### src/rtl/hazard_ctrl_if.sv
`default_nettype none
// +----------------------------------------------------------------------+
// | hazard_ctrl_if : decode-stage issue/stall handshake bundle            |
// | Rev 1.0                                                               |
// +----------------------------------------------------------------------+
interface hazard_ctrl_if #(
  parameter int CNT_W = 16
);
  logic             id_valid;
  logic [2:0]       id_rs_sel;
  logic             id_rs_used;
  logic [2:0]       id_rt_sel;
  logic             id_rt_used;
  logic [2:0]       id_wr_sel;
  logic             id_wr_en;
  logic             id_halt;
  logic             ex_flush;
  logic             stall;
  logic             issue;
  logic             bubble;
  logic             halted;
  logic             busy;
  logic [CNT_W-1:0] stall_count;

  modport master (
    output id_valid, id_rs_sel, id_rs_used, id_rt_sel, id_rt_used,
           id_wr_sel, id_wr_en, id_halt, ex_flush,
    input  stall, issue, bubble, halted, busy, stall_count
  );

  modport slave (
    input  id_valid, id_rs_sel, id_rs_used, id_rt_sel, id_rt_used,
           id_wr_sel, id_wr_en, id_halt, ex_flush,
    output stall, issue, bubble, halted, busy, stall_count
  );
endinterface
`default_nettype wire

### src/rtl/hazard_ctrl.sv
`default_nettype none
// +----------------------------------------------------------------------+
// | hazard_ctrl : decode-stage RAW stall, branch kill and halt sequencer  |
// | Rev 1.0                                                               |
// +----------------------------------------------------------------------+
module hazard_ctrl #(
  parameter int DEPTH = 3,
  parameter int CNT_W = 16
) (
  input  wire logic     clk,
  input  wire logic     rst,
  hazard_ctrl_if.slave  bus
);
  localparam int DC_W = $clog2(DEPTH + 1);

  localparam logic [1:0] S_RUN    = 2'd0;
  localparam logic [1:0] S_DRAIN  = 2'd1;
  localparam logic [1:0] S_HALTED = 2'd2;

  logic [1:0]       state;
  logic [1:0]       state_nxt;
  logic [DC_W-1:0]  drain_cnt;
  logic [DEPTH-1:0] sb_v;
  logic [2:0]       sb_sel [DEPTH];
  logic [DEPTH-2:0] rs_hit;
  logic [DEPTH-2:0] rt_hit;
  logic             hazard;
  logic             stall_c;
  logic             issue_c;
  logic             bubble_c;
  logic [CNT_W-1:0] stall_cnt;

  // WB (last entry) is bypassed by the register file, so it never matches.
  for (genvar i = 0; i < DEPTH - 1; i++) begin : g_match
    assign rs_hit[i] = sb_v[i] && (sb_sel[i] == bus.id_rs_sel);
    assign rt_hit[i] = sb_v[i] && (sb_sel[i] == bus.id_rt_sel);
  end

  assign hazard = bus.id_valid &&
                  ((bus.id_rs_used && |rs_hit) || (bus.id_rt_used && |rt_hit));

  always_ff @(posedge clk) begin
    if (rst) begin
      for (int i = 0; i < DEPTH; i++) begin
        sb_v[i]   <= 1'b0;
        sb_sel[i] <= 3'd0;
      end
    end else begin
      sb_v[0]   <= issue_c && bus.id_wr_en;
      sb_sel[0] <= bus.id_wr_sel;
      for (int i = 1; i < DEPTH; i++) begin
        sb_v[i]   <= sb_v[i-1];
        sb_sel[i] <= sb_sel[i-1];
      end
    end
  end

  always_ff @(posedge clk) begin
    if (rst) state <= S_RUN;
    else     state <= state_nxt;
  end

  // Transition on the clock where the counter steps down to 1, so HALTED
  // is reached DEPTH cycles after the HALT issues.
  always_comb begin
    state_nxt = state;
    case (state)
      S_RUN:   if (issue_c && bus.id_halt) state_nxt = S_DRAIN;
      S_DRAIN: if (drain_cnt <= DC_W'(2))  state_nxt = S_HALTED;
      default: state_nxt = S_HALTED;
    endcase
  end

  always_comb begin
    stall_c  = 1'b0;
    issue_c  = 1'b0;
    bubble_c = 1'b0;
    if (rst) begin
      stall_c = 1'b0;
    end else if (bus.ex_flush) begin
      bubble_c = 1'b1;
    end else if (state != S_RUN || hazard) begin
      stall_c  = 1'b1;
      bubble_c = 1'b1;
    end else begin
      issue_c  = bus.id_valid;
      bubble_c = !bus.id_valid;
    end
  end

  always_ff @(posedge clk) begin
    if (rst)                                 drain_cnt <= '0;
    else if (state == S_RUN && issue_c && bus.id_halt) drain_cnt <= DC_W'(DEPTH);
    else if (state == S_DRAIN)               drain_cnt <= drain_cnt - 1'b1;
  end

  always_ff @(posedge clk) begin
    if (rst)                          stall_cnt <= '0;
    else if (stall_c && stall_cnt != '1) stall_cnt <= stall_cnt + 1'b1;
  end

  assign bus.stall       = stall_c;
  assign bus.issue       = issue_c;
  assign bus.bubble      = bubble_c;
  assign bus.halted      = (state == S_HALTED);
  assign bus.busy        = |sb_v;
  assign bus.stall_count = stall_cnt;
endmodule
`default_nettype wire

### src/flat_wrapper.sv
// flat-port wrapper written by rule: the top's interface ports become plain ports
module hazard_ctrl_flat 
#(
  parameter int DEPTH = 3,
  parameter int CNT_W = 16
)
  (clk, rst, bus_id_valid, bus_id_rs_sel, bus_id_rs_used, bus_id_rt_sel, bus_id_rt_used, bus_id_wr_sel, bus_id_wr_en, bus_id_halt, bus_ex_flush, bus_stall, bus_issue, bus_bubble, bus_halted, bus_busy, bus_stall_count);
  hazard_ctrl_if #(.CNT_W(CNT_W)) bus_i ();
  input  wire logic clk;
  input  wire logic rst;
  input wire logic [$bits(bus_i.id_valid)-1:0] bus_id_valid;
  input wire logic [$bits(bus_i.id_rs_sel)-1:0] bus_id_rs_sel;
  input wire logic [$bits(bus_i.id_rs_used)-1:0] bus_id_rs_used;
  input wire logic [$bits(bus_i.id_rt_sel)-1:0] bus_id_rt_sel;
  input wire logic [$bits(bus_i.id_rt_used)-1:0] bus_id_rt_used;
  input wire logic [$bits(bus_i.id_wr_sel)-1:0] bus_id_wr_sel;
  input wire logic [$bits(bus_i.id_wr_en)-1:0] bus_id_wr_en;
  input wire logic [$bits(bus_i.id_halt)-1:0] bus_id_halt;
  input wire logic [$bits(bus_i.ex_flush)-1:0] bus_ex_flush;
  output wire logic [$bits(bus_i.stall)-1:0] bus_stall;
  output wire logic [$bits(bus_i.issue)-1:0] bus_issue;
  output wire logic [$bits(bus_i.bubble)-1:0] bus_bubble;
  output wire logic [$bits(bus_i.halted)-1:0] bus_halted;
  output wire logic [$bits(bus_i.busy)-1:0] bus_busy;
  output wire logic [$bits(bus_i.stall_count)-1:0] bus_stall_count;
  assign bus_i.id_valid = bus_id_valid;
  assign bus_i.id_rs_sel = bus_id_rs_sel;
  assign bus_i.id_rs_used = bus_id_rs_used;
  assign bus_i.id_rt_sel = bus_id_rt_sel;
  assign bus_i.id_rt_used = bus_id_rt_used;
  assign bus_i.id_wr_sel = bus_id_wr_sel;
  assign bus_i.id_wr_en = bus_id_wr_en;
  assign bus_i.id_halt = bus_id_halt;
  assign bus_i.ex_flush = bus_ex_flush;
  assign bus_stall = bus_i.stall;
  assign bus_issue = bus_i.issue;
  assign bus_bubble = bus_i.bubble;
  assign bus_halted = bus_i.halted;
  assign bus_busy = bus_i.busy;
  assign bus_stall_count = bus_i.stall_count;
  hazard_ctrl #(.DEPTH(DEPTH), .CNT_W(CNT_W)) u_core (.clk(clk), .rst(rst), .bus(bus_i));
endmodule
### config.mk
export PLATFORM = sky130hd
export DESIGN_NAME = hazard_ctrl_flat
export DESIGN_NICKNAME = d
export VERILOG_FILES = /design/src/rtl/hazard_ctrl_if.sv /design/src/rtl/hazard_ctrl.sv /design/src/flat_wrapper.sv
export SDC_FILE = /design/constraint.sdc
export NUM_CORES = 1
export LEC_CHECK = 0
export ABC_AREA = 0
export BUFFER_PORTS_ARGS = -buffer_cell sky130_fd_sc_hd__buf_2
export CORE_AREA = 5 5 46 87
export DETAILED_ROUTE_END_ITERATION = 8
export DIE_AREA = 0 0 51 92
export GPL_TIMING_DRIVEN = 0
export PLACE_DENSITY = 0.78
export SLEW_MARGIN = 20
export SYNTH_ARGS = -nofsm -noshare
export SYNTH_HDL_FRONTEND = slang
export SYNTH_SLANG_ARGS = --single-unit
### constraint.sdc
create_clock -name clk -period 2 [get_ports clk]
set_clock_uncertainty 0.2 [all_clocks]
set_input_delay 0.4 -clock clk [delete_from_list [all_inputs] [get_ports clk]]
set_output_delay 0.4 -clock clk [all_outputs]
set_load 0.005 [all_outputs]
=== Yosys cells after proc, flatten, opt, wreduce, memory -nomap -nowiden ===
Memories as Yosys holds them, arrays and structs flattened.
Index checks and enable logic that the tools add are counted.

* Flip-flop bits (word level): 23
* Bits of input ports: 17
* Memories kept: 1
* RAM bits: 9

{| class="wikitable"
|+ Memory list
! memory !! words !! bits a word !! read ports !! clocked after Yosys merged registers in !! wr ports !! RTL line !! source
|-
| u_core.sb_sel || 3 || 3 || 2 || 0 || 3 || hazard_ctrl.sv:24 || <nowiki>logic [2:0] sb_sel [DEPTH];</nowiki>
|}

* Reduce and logical (&&, ||, !) cells: 22
* $lt $le $gt $ge: 1
* Add/subtract/negate cells: 2
* Eq/ne operators: 9
* Bitwise operators: 3
* Muxes and demuxes: 20

{| class="wikitable"
|+ Operators with widths
! kind !! number
|-
| $add A16 B1 Y16 const B || 1
|-
| $ne A16 B16 Y1 const B || 1
|-
| $eq A3 B3 Y1 || 4
|-
| $logic_and A1 B1 Y1 || 12
|-
| $mux W1 || 12
|-
| $mux W3 || 3
|-
| $mux W2 || 4
|-
| $ne A2 B1 Y1 const B || 2
|-
| $pmux W2 S2 || 1
|-
| $reduce_bool A2 Y1 || 2
|-
| $reduce_or A2 Y1 || 2
|-
| $or A1 B1 Y1 || 3
|-
| $reduce_or A3 Y1 || 1
|-
| $eq A2 B1 Y1 const B || 1
|-
| $eq A2 B2 Y1 const B || 1
|-
| $le A2 B2 Y1 const B || 1
|-
| $logic_not A2 Y1 || 1
|-
| $logic_or A1 B1 Y1 || 2
|-
| $reduce_and A2 Y1 || 1
|-
| $sub A2 B1 Y2 const B || 1
|-
| $logic_not A1 Y1 || 1
|}

=== Longest topological paths before layout ===
* Depth in word-level cells: 13
* Gate-level depth with buffers: 7

=== Worst setup path before layout ===
No wires, ideal clock.

* Path kind: reg2reg
* Start: reg u_core.stall_cnt[4] (netlist: u_core.bus.stall_count[4])
* End: reg u_core.stall_cnt[1] (netlist: u_core.bus.stall_count[1])
* Library setup time: 128 ps
* Clock period less this slack: 1943 ps
* Arrival time: 1615 ps
* Path buffers: 1
* Data required time: 1672 ps
* Stages on the path, launching flop included: 8
* Path slack: 57 ps
* Cell sequence: dfxtp_1 -> nand4_1 -> or2_1 -> or3_1 -> o31ai_2 -> buf_6 -> mux2i_1 -> nor2_1

* Word-level cells in the longest chain between the ends: 2

{| class="wikitable"
|+ Ends and longest elaborated chain
! what !! RTL line !! source
|-
| start: declaration || hazard_ctrl.sv:31 || <nowiki>logic [CNT_W-1:0] stall_cnt;</nowiki>
|-
| start signal: assignment || hazard_ctrl.sv:99 || <nowiki>else if (stall_c && stall_cnt != '1) stall_cnt <= stall_cnt + 1'b1;</nowiki>
|-
| $ne A16 B16 Y1 || hazard_ctrl.sv:99 ||
|-
| $logic_and A1 B1 Y1 || hazard_ctrl.sv:99 ||
|}

Every way passes these cells.
A chain may end at the register's enable or synchronous reset.

==> metrics.md <==
| Metric | Value |
|---|---|
| Result of the run | finished with violations |
| Failing checks | negative setup slack |
| Adder-cell share of the synthesized area | 1.787% |
| Routability Congestion | 0.8261 |
| Clock H-tree levels | 2 |
| Core Footprint | 0.003229 mm^2 |
| Vias per cell | 5.849 |
| Die H | 92 um |
| Number of global-route vias before repair | roughly 1,400 |
| Area share of the leading cell type in the synthesized netlist | between 40% and 50% |
| Termination of the worst setup path | bus_bubble |
| Die area | 0.004692 mm^2 |
| Total clock sinks | 29 |
| Post-DP HPWL | between 2000 and 2500 um |
| Reg2reg end | u_core.bus.stall_count[8]$_SDFFE_PP0P_ |
| Avg WL per Cell | 15.86 um |
| CTS Root Cell | sky130_fd_sc_hd__clkbuf_8 |
| Final Cycle Share | 111.2% |
| Buffers added on ports | 37 |
| CP Data Arrival Time | ~1600 ps |
| Number of antenna diodes | 0 |
| Worst relative slew slack | between 50% and 60% |
| Share of the synthesized area in compound gates (AO/OA/AOI/OAI) | between 10% and 20% |
| Setup violators final | 19 |
| Post-layout power | 0.001294 W |
| Fraction of layout cells with a size suffix above 1 | between 40% and 50% |
| Cells on Worst Hold Path | 2 |
| Cell chain of the critical path | xnor2_1 > nand4_1 > a21boi_2 > nor3_1 > nor2_1 > buf_2 |
| Worst IR drop on VDD | roughly 0.87 mV |
| Avg Synthesized Cell Area | 8.806 um^2 |
| Critical path depth in cells | 6 |
| Global route total overflow | 0 |
| Final-stage net count | 233 |
| Clock transition at path regs | 60 ps |
| Gate Count Post-Synth | ~160 |
| WP data required | 1400 ps |
| Global-route wire length before repair | about 5900 um |
| Top area cells in the synthesized netlist | sky130_fd_sc_hd__dfxtp_1 41%, sky130_fd_sc_hd__xnor2_1 7.5%, sky130_fd_sc_hd__a21oi_1 4.6% |
| Area fraction in and, or, nand and nor cells after synthesis | 25.92% |
| First drt pass iteration count | 5 |
| CTS tree | done |
| RSZ-0062 raised after global routing | true |
| Ys flop type | sky130_fd_sc_hd__dfxtp_1 |
| Floorplan row count | 29 |
| Worst R2R Start | u_core.sb_sel[0][5]$_SDFF_PP0_ |
| Antenna-violating nets left | 0 |
| Initial antenna violation count | 0 |
| Floorplan die width | 51 um |
| Slew of the pin with the lowest slew margin | 604.0 ps |
| Mapped Nets | 178 |
| CP endpoint kind | output port |
| Maximum buffer depth of the clock tree | 2 |
| Most common library cells after synthesis | 29 x sky130_fd_sc_hd__dfxtp_1, 13 x sky130_fd_sc_hd__a21oi_1, 12 x sky130_fd_sc_hd__xnor2_1, 10 x sky130_fd_sc_hd__nor2_1 |
| Cell type with the largest total area after synthesis | sky130_fd_sc_hd__dfxtp_1 |
| Yosys reg bits | 29 |
| CP max FO | 2 |
| Effective utilization at floorplan | 43.36% |
| Slack of the critical path | -224.1 ps |
| Endpoints failing hold | 0 |
| Max Slew Vio Count | 0 |
| Maximum operating frequency | between 400 and 500 MHz |
| Sequential fraction of the synthesis area | roughly two fifths |
| Area growth from synthesis to final layout | 43.25% |
| Hold Path Class | input port to register |
| Via total after detailed routing | between 1,000 and 1,500 |
| Longest individual stage delay on the worst path | 330 ps |
| LEAKAGE | 0.7764 nW |
| Post-synthesis mux area share | under 10% |
| Count of flip-flops with a built-in enable after synthesis | 0 |
| Distinct cells, synth | 35 |
| Max stage delay cell, worst path | sky130_fd_sc_hd__dfxtp_2 |
| # Max-Cap Violations | 0 |
| 1st-iter DRT viols | 19 |
| Logic depth of the worst register-to-register path | 7 |
| Clock Latency Late Sink | a little under 300 ps |
| Buffers & Inverters on Critical Path | 1 |
| R2R Setup Slk | -140 ps |
| I/O pin total | 38 |
| Power density of the placed cells | 645.2 mW/mm^2 |
| Maximum number of pins on one net before global-route repair | 11 |
| Leading cell type by number of instances after synthesis | sky130_fd_sc_hd__dfxtp_1 |
| Syn. warnings | 0 |
| Post-detailed-placement cell area | 0.001624 mm^2 |
| XOR/XNOR Fraction of Synth Area | a little under a tenth |
| Post-synthesis instance area | 0.001400 mm^2 |
| Worst Setup Path Type | register to output port |
| Period minus WS final | 2224 ps |
| Kind of cell adding the most delay to the critical path | simple AND/OR/NAND/NOR gates |
| Count of unresolved DRC violations after routing | 0 |
| Startpoint type of the worst setup path | register |
| Combinational family with the most area after synthesis | simple AND/OR/NAND/NOR gates |
| Final std cell area, no fill | 0.002006 mm^2 |
| GR Util All Layers | 16.17% |
| Post-synth ARST share | 0% |
| Overall routed net length | 3886 um |
| Clock buffer count from CTS | 5 |
| Startpoint of the worst setup timing path | u_core.sb_sel[0][5]$_SDFF_PP0_ |
==> final cells by class <==
type | count | area (um^2)
buffer | 4 | 23.77
clock buffer | 5 | 68.82
clock inverter | 2 | 35.03
fill | 284 | 1224
inverter | 7 | 26.28
multi-input combinational | 119 | 934.6
sequential | 29 | 599.3
tap | 31 | 38.79
timing repair buffer | 48 | 279.0
==> per-stage QoR <==
| step | setup TNS (ps) | cells | utilization, % | hold WS [ps] | setup WS [ps] |
|---|---|---|---|---|---|
| final | -1817 | 245 | 62.11 | 124.7 | -224.1 |
| after global routing | -2605 | 245 | 62.11 | 149.9 | -224.0 |
| after CTS | -217.8 | 242 | 57.85 | 120.2 | -81.65 |
| after detailed placement | -2215 | 227 | 50.29 | 290.8 | -275.8 |
| after global placement | -1696 | 227 | 50.29 | 274.2 | -225.7 |
| after floorplan | 0 | 159 | - | 264.8 | 57.04 |
==> state kept, by name (all words and copies together), names as in the netlist <==
name,cells
u_core.bus.stall_count,16
u_core.sb_sel,6
u_core.drain_cnt,2
u_core.state,2
u_core.sb_v,3
==> metal layers <==
layer  vias to the layer above  share of wire (%)  global-route usage, %
li1                        688                  -                      -
met1                       678                 35                  15.29
met4                         0                4.1                  9.888
met5                         -                  0                      0
met3                        15                6.2                  4.870
met2                        52                 55                  29.09
==> worst min path at each step <==
stage	slack [ps]	endpoint	from
floorplan	260	u_core.state[1]$_SDFFE_PP0P_	u_core.state[1]$_SDFFE_PP0P_
global placement	270	u_core.bus.stall_count[7]$_SDFFE_PP0P_	u_core.bus.stall_count[7]$_SDFFE_PP0P_
finish	120	u_core.sb_v[0]$_SDFF_PP0_	bus_id_wr_en
global route	150	u_core.sb_sel[0][1]$_SDFF_PP0_	bus_id_wr_sel[1]
detailed placement	290	u_core.bus.stall_count[7]$_SDFFE_PP0P_	u_core.bus.stall_count[7]$_SDFFE_PP0P_
CTS	120	u_core.sb_v[0]$_SDFF_PP0_	bus_id_wr_en
==> logic make-up after synthesis <==
| family | count (synthesis) |
|---|---|
| buffers and inverters | 11 |
| AO/OA/AOI/OAI | 35 |
| flip-flops | 29 |
| XOR/XNOR | 15 |
| multiplexers | 2 |
| AND/OR/NAND/NOR | 65 |
| adder cells (fa/ha/maj) | 2 |
==> layout by cell type (no fill, tap or decap), types with 2 or more instances in the layout <==
cell	count
sky130_fd_sc_hd__nand4_1	6
sky130_fd_sc_hd__a21oi_1	9
sky130_fd_sc_hd__buf_6	4
sky130_fd_sc_hd__buf_2	37
sky130_fd_sc_hd__nand2_1	9
sky130_fd_sc_hd__clkbuf_1	2
sky130_fd_sc_hd__xnor2_1	8
sky130_fd_sc_hd__and3_1	2
sky130_fd_sc_hd__or3_4	2
sky130_fd_sc_hd__o311ai_4	2
sky130_fd_sc_hd__o21ai_1	4
sky130_fd_sc_hd__nor2_1	9
sky130_fd_sc_hd__buf_4	8
sky130_fd_sc_hd__or3_1	5
sky130_fd_sc_hd__xor2_1	3
sky130_fd_sc_hd__clkbuf_8	5
sky130_fd_sc_hd__or4_1	5
sky130_fd_sc_hd__o21ai_0	3
sky130_fd_sc_hd__o31ai_1	6
sky130_fd_sc_hd__mux2i_1	2
sky130_fd_sc_hd__xnor2_2	4
sky130_fd_sc_hd__nand3_1	5
sky130_fd_sc_hd__dfxtp_1	16
sky130_fd_sc_hd__inv_1	7
sky130_fd_sc_hd__nor2b_1	9
sky130_fd_sc_hd__dfxtp_2	12
sky130_fd_sc_hd__a21boi_2	2
sky130_fd_sc_hd__a21oi_2	5
==> power breakdown <==
part           internal [W]  leakage (nW)  switching, W
Sequential         0.000590         0.241     0.0000120
Clock              0.000361        0.0540      0.000219
Combinational     0.0000548         0.481     0.0000564
==> repair_timing <==
| item | 4_1_cts | 5_1_grt |
|---|---|---|
| endpoints found under the setup margin | 12 | 18 |
| resized for setup | 27 | 22 |
| gates cloned | 1 | 0 |
| hold buffers | 0 | 0 |
| setup buffers | 7 | 3 |
| pin swaps | 16 | 20 |
No activity file was read; power rests on OpenSTA's default activity.
